==> src/rtl/alu_arbiter.sv <==
// ---------------------------------------------------------------------------
// alu_arbiter
//
// Shares one external combinational 4-bit ALU between two requesters.
// A round-robin arbiter picks one requester in IDLE. The accepted operation
// is held on registered ALU operand/opcode outputs. The ALU result and carry
// are then captured into a response channel that is tagged with the ID of the
// requester that issued the operation.
//
// FSM: IDLE -> EXEC -> RESP -> IDLE.
//  - EXEC lasts one cycle. During that cycle the ALU settles on the
//    registered operands.
//  - RESP holds the response until the consumer takes it.
//
// Configuration macro:
//   ALU_ARB_FIXED_PRIO_EN  When this macro is defined, requester 0 always
//                          wins a tie. The last-served ID is still tracked,
//                          but the arbiter ignores it.
//
// Ports:
//   clk, rst_n                       clock (rising edge), async active-low reset
//   req0_valid/ready/a/b/sel         requester 0 handshake and operation
//   req1_valid/ready/a/b/sel         requester 1 handshake and operation
//   rsp_valid/ready/id/result/carry  response channel
//   alu_a, alu_b, alu_sel            registered drive into the ALU
//   alu_result, alu_carry            combinational return from the ALU
//   busy                             high whenever the FSM is not in IDLE
// ---------------------------------------------------------------------------
module alu_arbiter #(
   parameter int DATA_W = 4,
   parameter int SEL_W  = 2
) (
   input  logic              clk,
   input  logic              rst_n,
   input  logic              req0_valid,
   output logic              req0_ready,
   input  logic [DATA_W-1:0] req0_a,
   input  logic [DATA_W-1:0] req0_b,
   input  logic [SEL_W-1:0]  req0_sel,
   input  logic              req1_valid,
   output logic              req1_ready,
   input  logic [DATA_W-1:0] req1_a,
   input  logic [DATA_W-1:0] req1_b,
   input  logic [SEL_W-1:0]  req1_sel,
   output logic              rsp_valid,
   input  logic              rsp_ready,
   output logic              rsp_id,
   output logic [DATA_W-1:0] rsp_result,
   output logic              rsp_carry,
   output logic [DATA_W-1:0] alu_a,
   output logic [DATA_W-1:0] alu_b,
   output logic [SEL_W-1:0]  alu_sel,
   input  logic [DATA_W-1:0] alu_result,
   input  logic              alu_carry,
   output logic              busy
);

   typedef enum logic [1:0] {
      ST_IDLE = 2'd0,
      ST_EXEC = 2'd1,
      ST_RESP = 2'd2
   } state_t;

   state_t              state_r;
   logic                last_r;
   logic                id_r;
   logic                busy_r;
   logic                rsp_valid_r;
   logic                rsp_id_r;
   logic [DATA_W-1:0]   rsp_result_r;
   logic                rsp_carry_r;
   logic [DATA_W-1:0]   alu_a_r;
   logic [DATA_W-1:0]   alu_b_r;
   logic [SEL_W-1:0]    alu_sel_r;

   logic                grant_s;
   logic                idle_s;
   logic                req0_ready_s;
   logic                req1_ready_s;
   logic                accept_s;

   // Arbitration: pick the winning requester from the valids and the last-served ID.
   always_comb begin
      grant_s = 1'b0;
      if (req0_valid && req1_valid) begin
`ifdef ALU_ARB_FIXED_PRIO_EN
         grant_s = 1'b0;
`else
         // On a tie, serve the requester that was not served last.
         grant_s = ~last_r;
`endif
      end else if (req1_valid) begin
         grant_s = 1'b1;
      end else begin
         grant_s = 1'b0;
      end
   end

   // The ready terms are gated by rst_n so that they read 0 while reset is held.
   assign idle_s       = (state_r == ST_IDLE);
   assign req0_ready_s = rst_n & idle_s & req0_valid & ~grant_s;
   assign req1_ready_s = rst_n & idle_s & req1_valid &  grant_s;
   assign accept_s     = req0_ready_s | req1_ready_s;

   // Main FSM: capture the operation, sample the ALU, and hold the response until it is taken.
   always_ff @(posedge clk or negedge rst_n) begin
      if (!rst_n) begin
         state_r      <= ST_IDLE;
         last_r       <= 1'b1;
         id_r         <= 1'b0;
         busy_r       <= 1'b0;
         rsp_valid_r  <= 1'b0;
         rsp_id_r     <= 1'b0;
         rsp_result_r <= {DATA_W{1'b0}};
         rsp_carry_r  <= 1'b0;
         alu_a_r      <= {DATA_W{1'b0}};
         alu_b_r      <= {DATA_W{1'b0}};
         alu_sel_r    <= {SEL_W{1'b0}};
      end else begin
         case (state_r)
            ST_IDLE: begin
               if (accept_s) begin
                  alu_a_r   <= grant_s ? req1_a   : req0_a;
                  alu_b_r   <= grant_s ? req1_b   : req0_b;
                  alu_sel_r <= grant_s ? req1_sel : req0_sel;
                  id_r      <= grant_s;
                  busy_r    <= 1'b1;
                  state_r   <= ST_EXEC;
               end else begin
                  state_r   <= ST_IDLE;
               end
            end
            ST_EXEC: begin
               // The ALU has had a full cycle to settle on the registered operands.
               rsp_result_r <= alu_result;
               rsp_carry_r  <= alu_carry;
               rsp_id_r     <= id_r;
               rsp_valid_r  <= 1'b1;
               state_r      <= ST_RESP;
            end
            ST_RESP: begin
               if (rsp_ready) begin
                  // The result, carry and ID fields keep their values after the handshake.
                  rsp_valid_r <= 1'b0;
                  last_r      <= rsp_id_r;
                  busy_r      <= 1'b0;
                  state_r     <= ST_IDLE;
               end else begin
                  state_r     <= ST_RESP;
               end
            end
            default: begin
               rsp_valid_r <= 1'b0;
               busy_r      <= 1'b0;
               state_r     <= ST_IDLE;
            end
         endcase
      end
   end

   assign req0_ready = req0_ready_s;
   assign req1_ready = req1_ready_s;
   assign rsp_valid  = rsp_valid_r;
   assign rsp_id     = rsp_id_r;
   assign rsp_result = rsp_result_r;
   assign rsp_carry  = rsp_carry_r;
   assign alu_a      = alu_a_r;
   assign alu_b      = alu_b_r;
   assign alu_sel    = alu_sel_r;
   assign busy       = busy_r;

endmodule
==> config.mk <==
export PLATFORM = sky130hd
export DESIGN_NAME = alu_arbiter
export DESIGN_NICKNAME = d
export VERILOG_FILES = /design/src/rtl/alu_arbiter.sv
export SDC_FILE = /design/constraint.sdc
export NUM_CORES = 1
export LEC_CHECK = 0
export ABC_AREA = 1
export BUFFER_PORTS_ARGS = -buffer_cell sky130_fd_sc_hd__buf_2
export CAP_MARGIN = 20
export CORE_MARGIN = 1.5
export CORE_UTILIZATION = 45
export CTS_CLUSTER_DIAMETER = 120
export DETAILED_ROUTE_END_ITERATION = 6
export GPL_TIMING_DRIVEN = 0
export PLACE_DENSITY = 0.83
export SETUP_SLACK_MARGIN = 0.02
export SLEW_MARGIN = 30
export SYNTH_ARGS = -nofsm -noshare
export SYNTH_HDL_FRONTEND = slang
export SYNTH_SLANG_ARGS = --single-unit
==> constraint.sdc <==
create_clock -name clk -period 1.4 [get_ports clk]
set_input_delay 0.14 -clock clk [delete_from_list [all_inputs] [get_ports clk]]
set_output_delay 0.14 -clock clk [all_outputs]
set_load 0.02 [all_outputs]
# Word-level counts from Yosys, hierarchy flattened
# Index checks and enable logic that the tools add are counted.
[totals] regBits=22 in_bits=30 out_inout_bits=20 word_cells=43
[op_classes] eq_ne=4 n_mux=12 bitwise=10 reduce_logical=6
[ops] cell="two-way mux 4 bit" count=2
[ops] cell="case mux 1 bit (3 select lines)" count=2
[ops] cell="case mux 2 bit (3 select lines)" count=1
[ops] cell="AND reduction 2 bit" count=3
[ops] cell="AND 1 bit" count=5
[ops] cell="two-way mux 1 bit" count=5
[ops] cell="two-way mux 2 bit" count=2
[ops] cell="NOT 1 bit" count=4
[ops] cell="AND reduction 3 bit" count=1
[ops] cell="== test 2 x 1 -> 1 bit, second input constant" count=1
[ops] cell="== test 2 bit, second input constant" count=1
[ops] cell="zero test 2 bit" count=1
[ops] cell="inequality test 2 x 1 -> 1 bit, second input constant" count=1
[ops] cell="inequality test 2 bit, second input constant" count=1
[ops] cell="logical AND 1 bit" count=1
[ops] cell="bitwise OR 1 bit" count=1

# Depth between registers and ports, before layout
# Gate-level depths: netlist of run 1.
[depth] ltp_word=7 ltp_mapped=7 ltp_nobuf=6

# Worst setup path after synthesis of run 1
# No wires, ideal clock.
[synth_path] path_type="register to output" startpoint="register state_r[1]" endpoint="output req0_ready" arrival_time_ns=1.085 t_required_ns=1.260 setup_slack_ns=0.175 path_stages_with_launch=5 path_buffers=1 path_cell_list="dfrtp_1 nor2_2 nand3_2 buf_6 a21oi_2"
[synth_between] elab_chain_cells=4
[synth_lines] element="from (decl)" line="64" source="state_t state_r;"
[synth_lines] element="from (signal assigned)" line="108" source="state_r <= ST_IDLE;"
[synth_lines] element="from (signal assigned)" line="128" source="state_r <= ST_EXEC;"
[synth_lines] element="from (signal assigned)" line="130" source="state_r <= ST_IDLE;"
[synth_lines] element="zero test 2 bit" line="100" source="assign idle_s = (state_r == ST_IDLE);"
[synth_lines] element="AND 1 bit (3 in a row)" line="101" source="assign req0_ready_s = rst_n & idle_s & req0_valid & ~grant_s;"
[synth_lines] element="to (decl)" line="36" source="output logic req0_ready,"
# Every way passes these cells.

# Worst setup path after layout of run 1
[layout_path] startpoint="register last_r" endpoint="output req0_ready"
[layout_between] elab_chain_cells=4
[layout_lines] element="from (decl)" line="65" source="logic last_r;"
[layout_lines] element="from (signal assigned)" line="145" source="last_r <= rsp_id_r;"
[layout_lines] element="NOT 1 bit" line="90" source="grant_s = ~last_r;"
[layout_lines] element="two-way mux 1 bit" line="85" source="if (req0_valid && req1_valid) begin"
[layout_lines] element="NOT 1 bit" line="101"
[layout_lines] element="AND 1 bit" line="101"
# Every way passes these cells.

==> results of run 1 <==
## Yosys cell counts
cell / instances / share of area
sky130_fd_sc_hd__a21boi_1: 1 / 0.0072
sky130_fd_sc_hd__a21oi_2: 1 / 0.0084
sky130_fd_sc_hd__buf_2: 3 / 0.014
sky130_fd_sc_hd__buf_6: 2 / 0.022
sky130_fd_sc_hd__dfrtp_1: 21 / 0.51
sky130_fd_sc_hd__dfstp_2: 1 / 0.025
sky130_fd_sc_hd__inv_1: 4 / 0.014
sky130_fd_sc_hd__inv_2: 4 / 0.014
sky130_fd_sc_hd__nand2_1: 72 / 0.26
sky130_fd_sc_hd__nand2_2: 1 / 0.0060
sky130_fd_sc_hd__nand3_1: 11 / 0.053
sky130_fd_sc_hd__nand3_2: 1 / 0.0096
sky130_fd_sc_hd__nor2_1: 1 / 0.0036
sky130_fd_sc_hd__nor2_2: 1 / 0.0060
sky130_fd_sc_hd__nor2_4: 2 / 0.022
sky130_fd_sc_hd__o21ai_1: 6 / 0.029
## timing repair
| action | in CTS | in global routing |
|---|---|---|
| endpoints found under the hold margin | 21 | 21 |
| gates resized for setup | 12 | 1 |
| setup buffers | 7 | 1 |
| hold buffers | 2 | 1 |
| endpoints found under the setup margin | 2 | 2 |
| pin swaps | 5 | 1 |
## metal layers
layer	share of wire	global-route usage	wire (um)
met5	0	0	0
met4	0.013	0.0946	31
met3	0.063	0.0292	147
met2	0.49	0.353	1150
met1	0.43	0.256	1020
## power by group
group          switching, uW  internal, uW
registers                149           915
clock network            186           159
logic                    748           464
total                   1080          1540
## kinds of logic after synthesis
kind of cell           Yosys count  synth area share
and+or+nand+nor                 89             0.360
DFF                             22             0.531
AOI/OAI and AO/OA                8            0.0445
buffers and inverters           13            0.0650
## worst min-delay path by stage
stage / start / end / slack, ns / depth (start not counted)
global route: rsp_ready / state_r[1]$_DFF_PN0_ / 0.03 / 2
floorplan: rst_n / alu_a[0]$_DFFE_PN0P_ / -0.16 / 0
global placement: rst_n / rsp_id$_DFFE_PN0P_ / 0.14 / 1
detailed placement: rst_n / busy$_DFFE_PN0P_ / 0.15 / 1
CTS: rsp_ready / state_r[1]$_DFF_PN0_ / 0.02 / 2
finish: alu_result[3] / rsp_result[3]$_DFFE_PN0P_ / 0.03 / 3
## worst min-delay path, delay by kind of cell
kind,cells,cell delay [ns]
buf+inv,1,0.07
simple gates,2,0.09
## metrics by stage
stage	hold slack (ns)	total power, uW	std cells	setup TNS [ns]
5_1_grt	0.0267	2830	223	-0.204
6_report	0.0307	2620	223	-0.0789
2_1_floorplan	-0.156	1790	132	0
4_1_cts	0.0193	2640	222	-0.114
3_3_place_gp	0.140	2150	209	0
3_5_place_dp	0.147	2190	209	-0.00218
## state kept, by name, summed over array words and instances, names as in the netlist
register and count:
last_r 1, state_r 2, rsp_carry 1, alu_b 4, id_r 1, busy 1
rsp_result 4, alu_sel 2, rsp_valid 1, alu_a 4, rsp_id 1
## cell type report
cell class / instances / share of cell area
Inverter: 8 / 0.0204
Sequential cell: 22 / 0.376
Tap cell: 28 / 0.0238
Timing Repair Buffer: 60 / 0.231
Buffer: 4 / 0.0264
Clock buffer: 4 / 0.0247
Multi-Input combinational cell: 97 / 0.298
==> results summary, run 1 <==
The number of port buffers came out at 49. The number of nets in the synthesized netlist is 162. The total inserted antenna cells came out at 0.

The post-detailed-route DRC marker count is 0. Walking the worst path, the cells encountered are nand2_4, buf_6, a21oi_2, buf_4. Once detail routing completed, the nets flagged for antenna violations numbered 0.

The synthesis-stage register bit count is 22. The number of buffers and inverters on the critical path is 2. The effective utilization at floorplan is 0.475.

The region available for standard cell placement spans 2190 sq um. The instance count on the critical path came out at 4. CTS saw 22 sinks. Of all nets on the critical path, the largest fanout is 3. The routed wire length per instance is 10.5 um. The last element of the critical path is req0_ready.

The detail-routed via count per cell came out at 4.73. The final number of hold-violating endpoints is 0. The worst pin sits at a relative slew slack of 0.697. The clock buffer count from CTS came out at 3. The start point of the critical path is last_r$_DFFE_PN1P_. The total track usage came out at 0.206.

The total length of routed wires came out at 2.35 mm. The total number of H-tree levels is 1. The worst setup path is of the flop to output port kind. The power per standard cell area came out at 1780 nW/um^2.

The worst setup path is launched from a flop. The maximum number of pins on one net before global-route repair came out at 22. The longest clock path from root to sink contains 2 buffers. The worst setup slack after layout is -0.0542 ns. The I/O pin total came out at 50. The flow ran to the end, but the final reports show violations. The beginning of the worst register-to-register path is last_r$_DFFE_PN1P_. The library cell used most frequently in the layout, excluding fill and tap cells, is sky130_fd_sc_hd__nand2_1. The cell area that synthesis handed to floorplanning was 1040 sq um. The final setup violation count came out at 2. After routing the design area is 1470 sq um. The analysis attributes to cell leakage a power of 0.000869 uW. STA classifies the critical path endpoint as an output port. The global-route wire length before repair came out at 4.02 mm.

The via count of the first global-routing pass came out at 986. Clock tree synthesis selected as its root buffer the cell sky130_fd_sc_hd__clkbuf_4. The peak ir drop on the vdd network is 957 uV. The maximum single-stage delay on the critical path is 0.58 ns. Data on the critical path is required at its endpoint by 1.26 ns. For the worst-skew pair, the clock arrives at the later sink with an insertion delay of 0.31 ns. The die covers 2610 sq um.

The number of core rows is 17. The top cell types in the final layout, fill and taps aside, are sky130_fd_sc_hd__nand2_1 (70), sky130_fd_sc_hd__buf_2 (49), sky130_fd_sc_hd__dfrtp_1 (20). Synthesis instantiated 16 different standard cells from the library. The fraction of layout cells with a size suffix above 1 came out at 0.415. The arrival time at the worst endpoint is 1.31 ns. Fill cells in the final layout number 194. The time the final worst path needs with I/O delays and setup came out at 1.45 ns. The cell family contributing the most delay on the critical path is flip-flops. In this run the worst hold path is classified as input pin to flop. The setup slack on the worst flop-to-flop path is 0.16 ns. After global routing the overflow that remains totals 0.

The clock tree from TritonCTS is yes. For the pin with the worst max-slew slack, the measured transition is 0.454 ns. The number of slew-limit violations in the final report is 0. The max-capacitance violation count came out at 0. Setup repair after global routing could not meet its margin everywhere. For this run, the register share of the synthesized area comes to 0.531.

The mean area per synthesized cell came out at 7.88 sq um. The initial antenna violation count is 0. The DRC marker count from the first detailed-route iteration is 18.

Between clock sinks in the finished design, the worst skew comes to 0.00667 ns. The area used by sequential logic in the layout came out at 553 sq um. Yosys printed 0 warnings. The worst slack at placement is -0.00218 ns.

The number of cells on the worst reg-to-reg path is 8. The area of placed instances is 1320 sq um. The floorplan step set the die width to 51.1 um. The total number of nets in the final design is 226. The slowest stage of the critical path belongs to the cell sky130_fd_sc_hd__dfstp_2. Derived from the worst setup path, the maximum achievable clock frequency is 0.688 GHz. The post-route fraction of the period consumed by the critical path came out at 1.04. The first TritonRoute pass finished after 4 iterations.

The post-CTS clock slew at the launch and capture registers of the worst setup and hold paths is 0.12 ns. The area growth from synthesis to layout is 41.4%. The total number of vias came out at 1055. For this run, the share of the core covered by cells in the final layout is 0.671.

The estimated wirelength of the detail-placed design is 1.64 mm. The worst register-to-register path ends at alu_b[0]$_DFFE_PN0P_. The multi-input logic area came out at 438 sq um.

The placer congestion estimate is 0.727. The final reports fail on negative setup slack. The cell count after synthesis came out at 132. The die boundary height came out at 51.1 um.
Power figures use the tool's default switching activity.
==> run 2: changes to the inputs <==
Settings changed: ABC_AREA 1 to not set, CORE_UTILIZATION 45 to 43, PLACE_DENSITY 0.83 to 0.82.
==> run 2 against run 1 <==
The run ends with negative hold slack, negative setup slack left; setup slack lost 0.13 ns; critical path type unchanged; critical endpoint unchanged; highest routed layer unchanged; synthesized cell count shrank 45%; count of clock-buffer cells in the layout is the same.
==> results summary, run 2 <==
The flow ran to the end, but the final reports show violations. The final reports fail on negative hold slack, negative setup slack. The utilization after layout is 0.721 (+0.0495).

The part of the power in combinational logic is 0.499 (+0.037). Summed over all instances, the cell type with the most area after synthesis is sky130_fd_sc_hd__dfrtp_1. The critical path in this run is classified as flop to output port. The post-CTS clock slew at the launch and capture registers of the worst setup and hold paths came out at 0.12 ns (about the same). The number of slew-limit violations in the final report is 0 (unchanged). The most common cell in the synthesized netlist is sky130_fd_sc_hd__dfrtp_1. The depth of the most critical reg-to-reg path came out at 5 (-3).

The count of synthesis-stage warnings from yosys came out at 0 (unchanged). The die boundary width came out at 50.4 um (-1.3%). The net switching power figure is 1120 uW (+3.5%).

The number of nets in the synthesized netlist came out at 102 (-37%). The placer congestion estimate came out at 0.695 (-4.4%). The proportion of total power due to net switching is 0.385 (-0.0283). The arrival time at the worst endpoint is 1.44 ns (+0.13 ns).

The worst clock skew came out at 0.00577 ns (-0.000900 ns). The number of port buffers came out at 49 (unchanged). The sum of overflow across all layers after global routing came to 0 (unchanged). Setup repair after global routing could not meet its margin everywhere. In the layout the commonest cells are sky130_fd_sc_hd__buf_2 (47), sky130_fd_sc_hd__dfrtp_1 (21), sky130_fd_sc_hd__o32ai_1 (10), sky130_fd_sc_hd__a2bb2oi_2 (10), sky130_fd_sc_hd__mux2_2 (7). The final number of hold-violating endpoints is 21 (+21). The leakage power summed over all cells came out at 0.000664 uW (-24%). The routed wire length per instance came out at 15.9 um (+52%). The fraction of met2 tracks used by global routing is 0.318 (-0.0348). The setup slack on the worst flop-to-flop path is -0.10 ns (-0.26 ns). The worst min-delay path class is input pin to async pin. The number of detailed-route iterations in the first pass was 4 (unchanged). TritonCTS built the clock tree.

Compared with the post-synthesis result, the final layout area differs by 52.1%. The die boundary height is 50.4 um (-1.3%). The share of total power in sequential cells came out at 0.382 (-0.024). The total length of routed wires came to 2.55 mm (+8.7%). The startpoint identified for the worst register-to-register timing path is state_r[0]$_DFF_PN0_.

The via count of the first global-routing pass came out at 774 (-22%). STA classifies the critical path startpoint as a flop. The internal power came out at 1790 uW (+16%). The worst slack at placement is -0.245 ns (-0.243 ns). The maximum number of pins on one net before global-route repair came out at 25 (+14%).

The estimated wirelength of the detail-placed design is 1.63 mm (-0.46%). For this run, the leading register cell type out of synthesis is sky130_fd_sc_hd__dfrtp_1. The worst-skew pair later-pin latency came out at 0.31 ns (about the same). The fraction of the yosys area taken by sequential cells is 0.571 (+0.0398). The post-detailed-route DRC marker count came out at 0 (unchanged). The initial antenna violation count is 0 (unchanged). The peak ir drop on the vdd network was 1190 uV (+25%). The floorplan die area came to 2540 sq um (-2.5%). The number of nets with antenna violations after routing came to 0 (unchanged). The netlist area before placement came out at 967 sq um (-7.0%). Ranked by total cell area, the synthesized netlist is headed by sky130_fd_sc_hd__dfrtp_1 (54%), sky130_fd_sc_hd__a2bb2oi_1 (9.1%), sky130_fd_sc_hd__o32ai_1 (9.1%), sky130_fd_sc_hd__mux2_2 (8.2%), sky130_fd_sc_hd__dfstp_2 (2.7%). The share of the synthesized area in the top cell type is 0.543 (+0.0379).

The max-capacitance violation count came to 0 (unchanged). The effective utilization at floorplan is 0.474 (-0.000934). The count of flip-flops with a built-in enable after synthesis is 0 (unchanged). The time the final worst path needs with I/O delays and setup is 1.58 ns (+0.130 ns). The synthesized instance count came out at 72 (-45%).

The root cell of the clock tree is sky130_fd_sc_hd__clkbuf_4. The total number of nets in the final design came out at 164 (-27%). The post-route fraction of the period consumed by the critical path is 1.13 (+0.0926). The met3 track demand over resource in global routing came to 0.0476 (+0.0184). The worst setup slack after layout came out at -0.184 ns (-0.130 ns). The worst path required time is 1.26 ns (about the same). The I/O pin total is 50 (unchanged). The slew at the pin closest to its max-slew limit was 0.655 ns (+0.200 ns). The clock buffer count from CTS is 3 (unchanged). The standard cell core area came out at 2040 sq um (-6.8%).

The number of core rows is 16 (-1). The total inserted antenna cells is 0 (unchanged). The part of the power in the clock network is 0.119 (-0.013). The most frequent standard cell in the layout excluding fill and tap cells is sky130_fd_sc_hd__buf_2. By count the netlist is led by sky130_fd_sc_hd__dfrtp_1 (21), sky130_fd_sc_hd__a2bb2oi_1 (10), sky130_fd_sc_hd__o32ai_1 (10). The final setup violation count is 14 (+12). The peak clock frequency supported by timing is 0.631 GHz (-8.2%).

The worst max-slew margin expressed relative to the limit is 0.563 (-0.134). The total track usage came out at 0.200 (-0.00590). The met1 usage in global routing is 0.263 (+0.00743). The largest fanout on the critical path is 3 (unchanged). The sink count of the clock tree came out at 22 (unchanged). STA classifies the critical path endpoint as an output port.

The power per standard cell area came out at 1980 nW/um^2 (+11%). In this run the most used layer during global routing was met2. The distinct cell type count of the synthesized netlist is 24 (+8). The total number of H-tree levels came to 1 (unchanged).

The fraction of layout cells with a size suffix above 1 was 0.699 (+0.284). The share of async-settable or async-resettable flops after synthesis is 1.00 (unchanged). The worst hold-check slack came out at -0.232 ns (-0.263 ns).

The worst register-to-register path ends at alu_b[1]$_DFFE_PN0P_. The total number of vias came out at 894 (-15%). The detail-routed via count per cell came out at 5.59 (+18%). The cell area after layout came out at 1470 sq um (about the same). The mean area per synthesized cell came out at 13.4 sq um (+71%). The synthesis-stage register bit count came to 22 (unchanged). The area of placed instances came to 1250 sq um (-5.0%). The largest buffer count on any clock path came out at 2 (unchanged).

The DRC marker count from the first detailed-route iteration came out at 33 (+15). The global-route wire length before repair is 3.73 mm (-7.4%).
## run 2: layout make-up
class                           instances  area (sq um)
Fill cell                             153           571
Clock buffer                            4          36.3
Timing Repair Buffer                   58           337
Multi-Input combinational cell         44           475
Inverter                                1          3.75
Tap cell                               27          33.8
Sequential cell                        22           552
Buffer                                  4          33.8
## run 2: worst max-delay path by stage
stage	endpoint	slack [ns]	cells after the start	start
floorplan	id_r$_DFFE_PN0P_	0.03	3	state_r[1]$_DFF_PN0_
global placement	alu_sel[1]$_DFFE_PN0P_	-0.19	5	rst_n
detailed placement	alu_b[1]$_DFFE_PN0P_	-0.24	5	rst_n
CTS	req0_ready	-0.15	3	state_r[0]$_DFF_PN0_
global route	req0_ready	-0.24	3	state_r[0]$_DFF_PN0_
finish	req0_ready	-0.18	3	state_r[0]$_DFF_PN0_
## run 2: timing repair
action / CTS / global route
pin swaps: 3 / 1
endpoints found under the setup margin: 13 / 20
hold endpoints to repair: 21 / 21
gates cloned: 1 / 0
buffers inserted: 4 / 4
resized for setup: 16 / 11
## run 2: logic make-up after synthesis
| logic type | after synthesis | share of synthesized area |
|---|---|---|
| simple gates | 12 | 0.0945 |
| mux | 7 | 0.0815 |
| compound gates | 25 | 0.221 |
| buf+inv | 6 | 0.0323 |
| flops | 22 | 0.571 |
## run 2: per-stage QoR
step           setup TNS, ns  power [uW]  hold slack (ns)  cells
2_1_floorplan              0        1870           -0.156     72
3_3_place_gp           -2.12        2240            0.125    148
3_5_place_dp           -2.36        2290            0.124    148
4_1_cts                -1.24        2780           -0.220    157
5_1_grt                -1.80        3070           -0.208    160
6_report               -1.12        2910           -0.232    160
## run 2: worst max-delay path, stage by stage, from the launching register on
cell and delay, ns:
sky130_fd_sc_hd__dfrtp_1 0.40, sky130_fd_sc_hd__or3b_4 0.44, sky130_fd_sc_hd__nor3_4 0.15, sky130_fd_sc_hd__buf_6 0.14
## run 2: metal layers
metal  vias up  part of all wire  wire, um
met5         -                 0         0
met4         0             0.024        62
met3         6             0.058       149
met2        43              0.50      1270
met1       441              0.42      1070
li1        404                 -         -
## run 2: power groups by stage
stage	registers, uW	logic (uW)	clock network [uW]
global route	1150	1540	380
CTS	1090	1340	350
global placement	1080	1160	0
finish	1110	1450	346
floorplan	1400	470	0
detailed placement	1110	1180	0
